$ cat config.mk
export PLATFORM = sky130hd
export DESIGN_NAME = sloth_op_sequencer
export DESIGN_NICKNAME = d
export VERILOG_FILES = /design/src/rtl/sloth_op_sequencer.sv
export SDC_FILE = /design/constraint.sdc
export NUM_CORES = 1
export LEC_CHECK = 0
export ABC_CLOCK_PERIOD_IN_PS = 8300
export BUFFER_PORTS_ARGS = -buffer_cell sky130_fd_sc_hd__buf_2
export CORE_MARGIN = 10
export CORE_UTILIZATION = 40
export CTS_CLUSTER_DIAMETER = 120
export DETAILED_ROUTE_END_ITERATION = 8
export PLACE_DENSITY = 0.57
export SYNTH_ARGS = -nofsm -noshare
export SYNTH_HDL_FRONTEND = slang
export SYNTH_SLANG_ARGS = --single-unit
$ cat constraint.sdc
create_clock -name clk -period 8.3 [get_ports clk]
set_input_delay 0.83 -clock clk [delete_from_list [all_inputs] [get_ports clk]]
set_output_delay 0.83 -clock clk [all_outputs]
set_load 0.03 [all_outputs]
$ cat src/rtl/sloth_op_sequencer.sv
// Operand-set sequencer: loads a0/a1/b0/b1 into r0..r3, runs a stored
// program of 16-bit bitwise register ops, then presents r3..r0 on y3..y0.
//
// state | meaning
// ------+--------------------------------------------------------------
// IDLE  | waiting for an operand set; program memory writable
// EXEC  | executing prog[pc], one instruction per cycle
// DONE  | result held on y3..y0 until the consumer takes it
module sloth_op_sequencer #(
    parameter int WIDTH = 16,
    parameter int DEPTH = 16,
    localparam int AW = $clog2(DEPTH)
) (
    input  logic             clk,
    input  logic             rst_n,
    input  logic             prog_we,
    input  logic [AW-1:0]    prog_addr,
    input  logic [7:0]       prog_wdata,
    output logic             prog_err,
    input  logic             in_valid,
    output logic             in_ready,
    input  logic [WIDTH-1:0] a1,
    input  logic [WIDTH-1:0] a0,
    input  logic [WIDTH-1:0] b1,
    input  logic [WIDTH-1:0] b0,
    output logic             out_valid,
    input  logic             out_ready,
    output logic [WIDTH-1:0] y3,
    output logic [WIDTH-1:0] y2,
    output logic [WIDTH-1:0] y1,
    output logic [WIDTH-1:0] y0,
    output logic             busy
);

    typedef enum logic [1:0] {
        S_IDLE = 2'd0,
        S_EXEC = 2'd1,
        S_DONE = 2'd2
    } state_t;

    localparam logic [2:0]    OP_NOP  = 3'd0;
    localparam logic [2:0]    OP_MOV  = 3'd1;
    localparam logic [2:0]    OP_AND  = 3'd2;
    localparam logic [2:0]    OP_OR   = 3'd3;
    localparam logic [2:0]    OP_XOR  = 3'd4;
    localparam logic [2:0]    OP_LNOT = 3'd5;
    localparam logic [2:0]    OP_BNOT = 3'd6;
    localparam logic [2:0]    OP_HALT = 3'd7;
    localparam logic [7:0]    INSN_HALT = 8'hE0;
    localparam logic [AW-1:0] PC_LAST = AW'(DEPTH - 1);

    state_t           state_q, state_d;
    logic [AW-1:0]    pc_q;
    logic [WIDTH-1:0] r_q    [4];
    logic [WIDTH-1:0] r_exec [4];
    logic [WIDTH-1:0] opnd_q [4];   // a0, a1, b0, b1 as captured at accept
    logic [WIDTH-1:0] y_q    [4];
    logic [7:0]       prog_q [DEPTH];
    logic             prog_err_q;

    logic [7:0]       insn;
    logic [2:0]       op;
    logic [1:0]       dst;
    logic [2:0]       src;
    logic [WIDTH-1:0] s_val;
    logic [WIDTH-1:0] d_val;
    logic             exec_last;

    assign insn = prog_q[pc_q];
    assign op   = insn[7:5];
    assign dst  = insn[4:3];
    assign src  = insn[2:0];
    assign s_val = src[2] ? opnd_q[src[1:0]] : r_q[src[1:0]];
    assign d_val = r_q[dst];
    assign exec_last = (op == OP_HALT) || (pc_q == PC_LAST);

    // Register file after the current instruction; HALT/NOP leave it untouched.
    always_comb begin
        r_exec = r_q;
        case (op)
            OP_MOV:  r_exec[dst] = s_val;
            OP_AND:  r_exec[dst] = d_val & s_val;
            OP_OR:   r_exec[dst] = d_val | s_val;
            OP_XOR:  r_exec[dst] = d_val ^ s_val;
            OP_LNOT: r_exec[dst] = {{(WIDTH-1){1'b0}}, ~|s_val};
            OP_BNOT: r_exec[dst] = ~s_val;
            default: r_exec[dst] = d_val;
        endcase
    end

    // Next-state logic.
    always_comb begin
        state_d = state_q;
        case (state_q)
            S_IDLE:  if (in_valid)  state_d = S_EXEC;
            S_EXEC:  if (exec_last) state_d = S_DONE;
            S_DONE:  if (out_ready) state_d = S_IDLE;
            default: state_d = S_IDLE;
        endcase
    end

    // State register.
    always_ff @(posedge clk or negedge rst_n) begin
        if (!rst_n) state_q <= S_IDLE;
        else        state_q <= state_d;
    end

    // Operand capture, instruction execution and result latch.
    always_ff @(posedge clk or negedge rst_n) begin
        if (!rst_n) begin
            pc_q <= '0;
            for (int i = 0; i < 4; i++) begin
                r_q[i]    <= '0;
                opnd_q[i] <= '0;
                y_q[i]    <= '0;
            end
        end else begin
            case (state_q)
                S_IDLE: if (in_valid) begin
                    opnd_q[0] <= a0;
                    opnd_q[1] <= a1;
                    opnd_q[2] <= b0;
                    opnd_q[3] <= b1;
                    r_q[0]    <= a0;
                    r_q[1]    <= a1;
                    r_q[2]    <= b0;
                    r_q[3]    <= b1;
                    pc_q      <= '0;
                end
                S_EXEC: begin
                    r_q  <= r_exec;
                    pc_q <= pc_q + 1'b1;
                    if (exec_last) y_q <= r_exec;
                end
                default: ;
            endcase
        end
    end

    // Program memory: host writes land only while idle, otherwise flag them.
    always_ff @(posedge clk or negedge rst_n) begin
        if (!rst_n) begin
            for (int i = 0; i < DEPTH; i++) prog_q[i] <= INSN_HALT;
            prog_err_q <= 1'b0;
        end else begin
            prog_err_q <= prog_we && (state_q != S_IDLE);
            if (prog_we && (state_q == S_IDLE)) prog_q[prog_addr] <= prog_wdata;
        end
    end

    assign in_ready  = (state_q == S_IDLE);
    assign busy      = (state_q == S_EXEC);
    assign out_valid = (state_q == S_DONE);
    assign prog_err  = prog_err_q;
    assign y3 = y_q[3];
    assign y2 = y_q[2];
    assign y1 = y_q[1];
    assign y0 = y_q[0];

endmodule

# After elaboration in Yosys (flattened, before gate mapping)
# Index checks and enable logic that the tools add are counted.
[classes]
mux = 34
magnitude_cmp = 6
bitwise = 8
div = 0
n_addsub = 1
eq_ne = 13
reduce_logical = 14
multipliers = 0
shift = 0
[op_table]
columns = ["operator", "count"]
rows = [
  ["bitwise mux 64 bit", 7],
  ["case mux 64 bit (6 select lines)", 1],
  ["bitwise mux 128 bit", 1],
  ["two-way mux 16 bit", 8],
  ["case mux 64 bit (2 select lines)", 1],
  ["binary-select mux 16 bit (select 2 bit)", 3],
  ["two-way mux 64 bit", 1],
  ["binary-select mux 8 bit (select 4 bit)", 1],
  ["demux 16 bit (select 2 bit)", 1],
  ["demux 8 bit (select 4 bit)", 1],
  ["two-way mux 8 bit", 3],
  ["AND 16 bit", 1],
  ["NOT 16 bit", 1],
  ["OR 16 bit", 1],
  ["OR reduction 16 bit", 1],
  ["XOR 16 bit", 1],
  ["equality test 3 bit, second input constant", 4],
  [">= comparator 5 bit, second input constant", 2],
  ["NOT 4 -> 5 bit", 2],
  ["case mux 4 bit (2 select lines)", 1],
  ["equality test 3 x 2 -> 1 bit, second input constant", 2],
  [">= comparator 3 bit, second input constant", 2],
  ["two-way mux 2 bit", 3],
  ["NOT 2 -> 3 bit", 2],
  ["18 further kinds", 25],
]
[word_totals]
in_bits = 81
reg_bits = 327
mem_count = 0
wordCells = 107
ram_bits = 0
out_inout_bits = 68
romBits = 0
latchBits = 0

# Longest topological paths before layout
[logic_depth]
depth_word = 14
depth_mapped = 21
ltp_nobuf = 15

# Least setup slack after synthesis
# Ideal clock, no wire load.
[synth_path]
path_kind = "reg2reg"
start = "register pc_q[0]"
end = "register r_q[22] (netlist bit)"
n_path_buf = 6
t_arrival_ns = 4.213
setup_ns = 0.126
synth_period_minus_slack_ns = 4.339
path_slack_ns = 3.961
required_time_ns = 8.174
path_stages_with_launch = 21
cell_sequence = "dfrtp_1 > buf_4 > buf_6 > buf_6 > buf_4 > mux2i_1 > a221oi_1 > a22oi_1 > nand2_1 > buf_2 > buf_1 > mux2i_1 > mux2i_1 > inv_1 > ha_1 > or3_1 > a21oi_1 > a221oi_1 > o31ai_1 > o21ai_1 > a221o_1"
[synth_between]
elab_chain_cells = 13
elab_cells_between_ends = 40
cone_classes = "2 x order compare; 6 x eq/ne; 24 x mux; 7 x bitwise; 1 x reduce/logical"
[synth_lines]
columns = ["item", "line_no", "text"]
rows = [
  ["from (decl)", "53", "logic [AW-1:0] pc_q;"],
  ["from (signal assigned)", "132", "pc_q <= pc_q + 1'b1;"],
  ["NOT 4 -> 5 bit (not written as such) *", "69", "assign insn = prog_q[pc_q];"],
  ["binary-select mux 8 bit (select 4 bit) *", "69", ""],
  ["two-way mux 8 bit (not written as such) * (2 in series)", "69", ""],
  ["NOT 2 -> 3 bit (not written as such)", "73", "assign s_val = src[2] ? opnd_q[src[1:0]] : r_q[src[1:0]];"],
  ["binary-select mux 16 bit (select 2 bit)", "73", ""],
  ["two-way mux 16 bit (not written as such) (2 in series)", "73", ""],
  ["two-way mux 16 bit", "73", ""],
  ["XOR 16 bit (tied with other cells)", "84", "OP_XOR: r_exec[dst] = d_val ^ s_val;"],
  ["bitwise mux 64 bit (on tied branches)", "n/a", ""],
  ["case mux 64 bit (6 select lines) *", "80", "case (op)"],
  ["case mux 64 bit (2 select lines) *", "118", "case (state_q)"],
  ["to (signal assigned)", "131", "r_q <= r_exec;"],
  ["to (decl)", "54", "logic [WIDTH-1:0] r_q [4];"],
]
# Every way passes the cells marked *; elsewhere a longest branch is shown, timed or not. The select of a mux whose other input is x is not followed.
# A chain may end at the register's enable or synchronous reset.

# Final worst setup path
[layout_path]
start = "register pc_q[0]"
end = "register r_q[53] (netlist bit)"
# The elaborated chain is that of the path after synthesis.

==> out/metrics.sh <==
FLOORPLAN.DIE.WIDTH_UM=235.6
WL_PER_CELL_UM=25.61
SYNTH-EDFF-COUNT=0
PATH_CELLS='buf_4 > mux4_2 > a22oi_1 > nand2_1 > nand3_1 > o21ai_2 > nor2_1 > o21ai_1 > a222oi_1 > inv_1'
GROUTE.USAGE.OVERALL_PCT=22.99
DIE-AREA_MM2=0.05550
ROWS=78
PERIOD_MINUS_SLACK_PS=5959
PLACEMENT.CELL_AREA_MM2=0.01987
CRITICAL_PATH.STARTPOINT_TYPE='flip-flop'
NETS_FINISH=2051
POST_CTS.REPAIR.SETUP_BUFFERS=0
TIMING.MAX_SLEW.REL_SLACK_PCT=15.86
DR_TOTAL_VIAS=15472
SYNTH_WARNINGS=0
CRITICAL_PATH_ARRIVAL_PS=6410
DETAIL_ROUTE.VIAS_PER_CELL=6.032
LAYOUT-DRIVE-GT1-SHARE_PCT=26.51
DRTANTENNAVIOLNETS=0
CRITPATHREQUIREDTIME_PS=8750
MAX_STAGE_DELAY_PS=1100
COUNT_OF_CELL_TYPES_IN_THE_NETLIST=78
FLOORPLAN.IO_PINS=149
MAXIMUM_CAPACITANCE_VIOLATIONS=0
CRITPATHBUFINV=2
POST-ROUTE-UTIL_PCT=46.23
GR-TOTAL-OVERFLOW=0
AREA_OCCUPIED_BY_REGISTERS_MM2=0.008244
DESIGN_AREA_MM2=0.02112
POST_CTS_RESIZE_COUNT=0
TRITONCTS='done'
PATH_MAX_FANOUT=38
DETAIL_ROUTE.FIRST_PASS.ITERATIONS=6
CP_TOP_FAMILY='simple AND/OR/NAND/NOR gates'
PLACE_CONGESTION=0.9940
WORST_PATH_MAX_DELAY_CELL='sky130_fd_sc_hd__nor2_1'
SYN_AVG_CELL_AREA_UM2=10.11
SYNTH_SEQUENTIAL_AREA_RATIO_PCT=44.34
FINAL-SETUP-VIOL-COUNT=0
WORSTREGTOREGCELLS=10
GRT_PASS1_VIAS=15919
MULTI_INPUT_AREA_MM2=0.009627
CLOCK_SINK_COUNT=327
AREA_GROWTH_SYNTH_TO_FINISH_PCT=13.60
POST_SYNTH_INSTANCE_AREA_MM2=0.01859
WORST_SETUP_HOLD_PATH_CLK_SLEW_PS=60
IO_BUFFER_COUNT=148
FINAL_CELLS=2565
CLK_LATENCY_PS=570
FINAL_MAX_SLEW_VIOLATION_COUNT=0
TIMING.RR.END='r_q[53]$_DFFE_PN0P_'
TIMING.FINAL.HOLD_VIOLATIONS=0
ROUTED_WIRELENGTH_UM=65690
RRSETUPSLACK_PS=2340
H-TREE-DEPTH=2
CRITPATHCAPTURETYPE='flip-flop'
MAX_FREQ_MHz=167.8
FIN_WORST_SKEW_PS=21.93
ANTENNA_FOUND_INITIAL=0
REMAINING_DRC_ERRORS=0
HP-CLASS='primary input to asynchronous set/reset pin'
SYN-INSTANCE-COUNT=1838
CTS.PATH.MAX_BUFFERS=3
INITIAL_CORE_UTIL_PCT=40.70
FILLERINSTANCES=4340
SYNTH_ASYNC_SR_FLOP_SHARE_PCT=100.0
DOMINANT_SYNTHESIZED_FLOP_CELL='sky130_fd_sc_hd__dfrtp_1'
MEASURED_SLEW_AT_THE_WORST_SLEW_CHECK_PIN_PS=1257
RSZ_0062_RAISED_AFTER_GLOBAL_ROUTING='no'
PATH_CLASS='flip-flop to flip-flop'
SETUP_TNS_PS=0
CORE_REGION_AREA_MM2=0.04567
HOLDBUFCOUNTCTS=0
DP.CELLS=2497
R2R_START='pc_q[0]$_DFFE_PN0P_'
CTS_MADE_BUFFERS=38
DETAILEDPLACEMENTHPWL_UM=45720
DETAIL_ROUTE.ITER0.VIOLATIONS=1498
FINAL.PERIOD_UTILIZATION_PCT=71.80
SYNTHESIZED_NETS=1952
DIODES=0
WIRE_LENGTH_OF_THE_FIRST_GLOBAL_ROUTING_PASS_UM=100200
SYNTH-SEQ-CELLS=327
GRT_START_MAX_NET_PINS=176
CTS_ROOT_BUF='sky130_fd_sc_hd__clkbuf_16'
RUN_STATUS='finished clean'
FLOORPLAN.DIE.HEIGHT_UM=235.6
[worst max path at each step]
stage | cells after the start | startpoint | end
floorplan | 20 | pc_q[0]$_DFFE_PN0P_ | r_q[22]$_DFFE_PN0P_
global placement | 10 | pc_q[0]$_DFFE_PN0P_ | r_q[53]$_DFFE_PN0P_
detailed placement | 10 | pc_q[0]$_DFFE_PN0P_ | r_q[53]$_DFFE_PN0P_
CTS | 10 | pc_q[0]$_DFFE_PN0P_ | r_q[53]$_DFFE_PN0P_
global route | 10 | pc_q[0]$_DFFE_PN0P_ | r_q[53]$_DFFE_PN0P_
finish | 10 | pc_q[0]$_DFFE_PN0P_ | r_q[53]$_DFFE_PN0P_
[layer usage]
layer	up-vias	share of wire [%]	global-route usage (%)
met2	633	46	37.15
met3	157	6.7	4.045
met5	-	0	0
met1	7786	43	29.54
met4	0	4.2	10.36
li1	6896	-	-
[per-stage QoR]
| step | worst slack, ps | hold WS [ps] |
|---|---|---|
| floorplan | 3961 | 439.2 |
| global placement | 2679 | 457.6 |
| detailed placement | 2492 | 460.8 |
| CTS | 2490 | 311.1 |
| global route | 2117 | 346.4 |
| finish | 2341 | 287.8 |
[cell families (layout without fill, tap and decap cells)]
logic type	after synthesis	after routing	share of synthesized area [%]
multiplexers	327	327	20.66
AND/OR/NAND/NOR	527	527	11.81
buffers and inverters	178	305	4.254
flip-flops	327	327	44.34
adder cells (fa/ha/maj)	33	33	2.221
AO/OA/AOI/OAI	446	446	16.72
[cells in the mapped netlist (5+ instances only)]
library cell / instances / area share, %
sky130_fd_sc_hd__o22ai_1: 12 / 0.40
sky130_fd_sc_hd__clkbuf_1: 75 / 1.5
sky130_fd_sc_hd__dfrtp_1: 279 / 38
sky130_fd_sc_hd__nand2_1: 326 / 6.6
sky130_fd_sc_hd__o31ai_1: 18 / 0.73
sky130_fd_sc_hd__a221o_1: 24 / 1.3
sky130_fd_sc_hd__buf_1: 8 / 0.16
sky130_fd_sc_hd__and2_1: 11 / 0.37
sky130_fd_sc_hd__nor3_1: 12 / 0.32
sky130_fd_sc_hd__a21boi_0: 6 / 0.24
sky130_fd_sc_hd__a221oi_1: 16 / 0.75
sky130_fd_sc_hd__buf_2: 28 / 0.75
sky130_fd_sc_hd__buf_4: 9 / 0.36
sky130_fd_sc_hd__o21ai_0: 71 / 1.9
sky130_fd_sc_hd__mux4_2: 25 / 3.0
sky130_fd_sc_hd__o221ai_1: 8 / 0.38
sky130_fd_sc_hd__nor2_1: 106 / 2.1
sky130_fd_sc_hd__nand3_1: 23 / 0.62
sky130_fd_sc_hd__o32ai_1: 5 / 0.24
sky130_fd_sc_hd__mux2_2: 155 / 9.4
sky130_fd_sc_hd__a31oi_1: 8 / 0.27
sky130_fd_sc_hd__buf_6: 7 / 0.42
sky130_fd_sc_hd__o21ai_1: 27 / 0.73
sky130_fd_sc_hd__a222oi_1: 8 / 0.43
sky130_fd_sc_hd__or3_1: 7 / 0.24
sky130_fd_sc_hd__a21o_1: 25 / 1.0
sky130_fd_sc_hd__o22a_1: 7 / 0.33
sky130_fd_sc_hd__ha_1: 33 / 2.2
sky130_fd_sc_hd__dfstp_2: 48 / 6.8
sky130_fd_sc_hd__inv_1: 46 / 0.93
sky130_fd_sc_hd__o211ai_1: 38 / 1.5
sky130_fd_sc_hd__mux2i_2: 6 / 0.44
sky130_fd_sc_hd__o21ai_2: 5 / 0.24
sky130_fd_sc_hd__mux2i_1: 138 / 7.4
sky130_fd_sc_hd__a32oi_1: 6 / 0.28
sky130_fd_sc_hd__a22oi_1: 9 / 0.36
sky130_fd_sc_hd__a21oi_1: 78 / 2.1
sky130_fd_sc_hd__a211oi_1: 17 / 0.69
sky130_fd_sc_hd__nor2b_1: 6 / 0.20
sky130_fd_sc_hd__and3_1: 14 / 0.47
sky130_fd_sc_hd__nand2b_1: 7 / 0.24
[area by class of cell]
cell class / instances / area share [%]
well taps: 600 / 3.555
repair buffers: 187 / 5.001
clock inverters: 11 / 0.4622
multi-input cells: 1333 / 45.59
flip-flops and latches: 327 / 39.04
clock buffers: 57 / 5.463
inverters: 50 / 0.8888
[layout by cell type (no fill, tap or decap), types with 17 or more instances in the layout]
cell                        instances
sky130_fd_sc_hd__o211ai_1          38
sky130_fd_sc_hd__o31ai_1           18
sky130_fd_sc_hd__ha_1              33
sky130_fd_sc_hd__mux4_2            25
sky130_fd_sc_hd__clkbuf_16         39
sky130_fd_sc_hd__buf_2            147
sky130_fd_sc_hd__nand3_1           23
sky130_fd_sc_hd__dfrtp_1          278
sky130_fd_sc_hd__a21oi_1           77
sky130_fd_sc_hd__a211oi_1          17
sky130_fd_sc_hd__a21o_1            25
sky130_fd_sc_hd__mux2_2           155
sky130_fd_sc_hd__inv_1             46
sky130_fd_sc_hd__mux2i_1          138
sky130_fd_sc_hd__buf_4             38
sky130_fd_sc_hd__o21ai_1           27
sky130_fd_sc_hd__a221o_1           24
sky130_fd_sc_hd__nand2_1          323
sky130_fd_sc_hd__nor2_1           103
sky130_fd_sc_hd__dfstp_2           48
sky130_fd_sc_hd__o21ai_0           71
[state kept, by name, indices dropped and copies added, names as in the netlist]
name and cells:
prog_q 128, opnd_q 64, r_q 64, y0 16, y1 16, y2 16
y3 16, pc_q 4, state_q 2, prog_err 1
[worst register-to-register path, delay by kind of cell, from the launching register on]
family | cells | cell delay, ps
DFF | 1 | 470
buffers and inverters | 2 | 640
muxes | 1 | 630
and+or+nand+nor | 3 | 2570
AOI/OAI and AO/OA | 4 | 1560
Power is not shown: default switching activity piles up to over one toggle a cycle in this logic, so the estimate is an artifact.
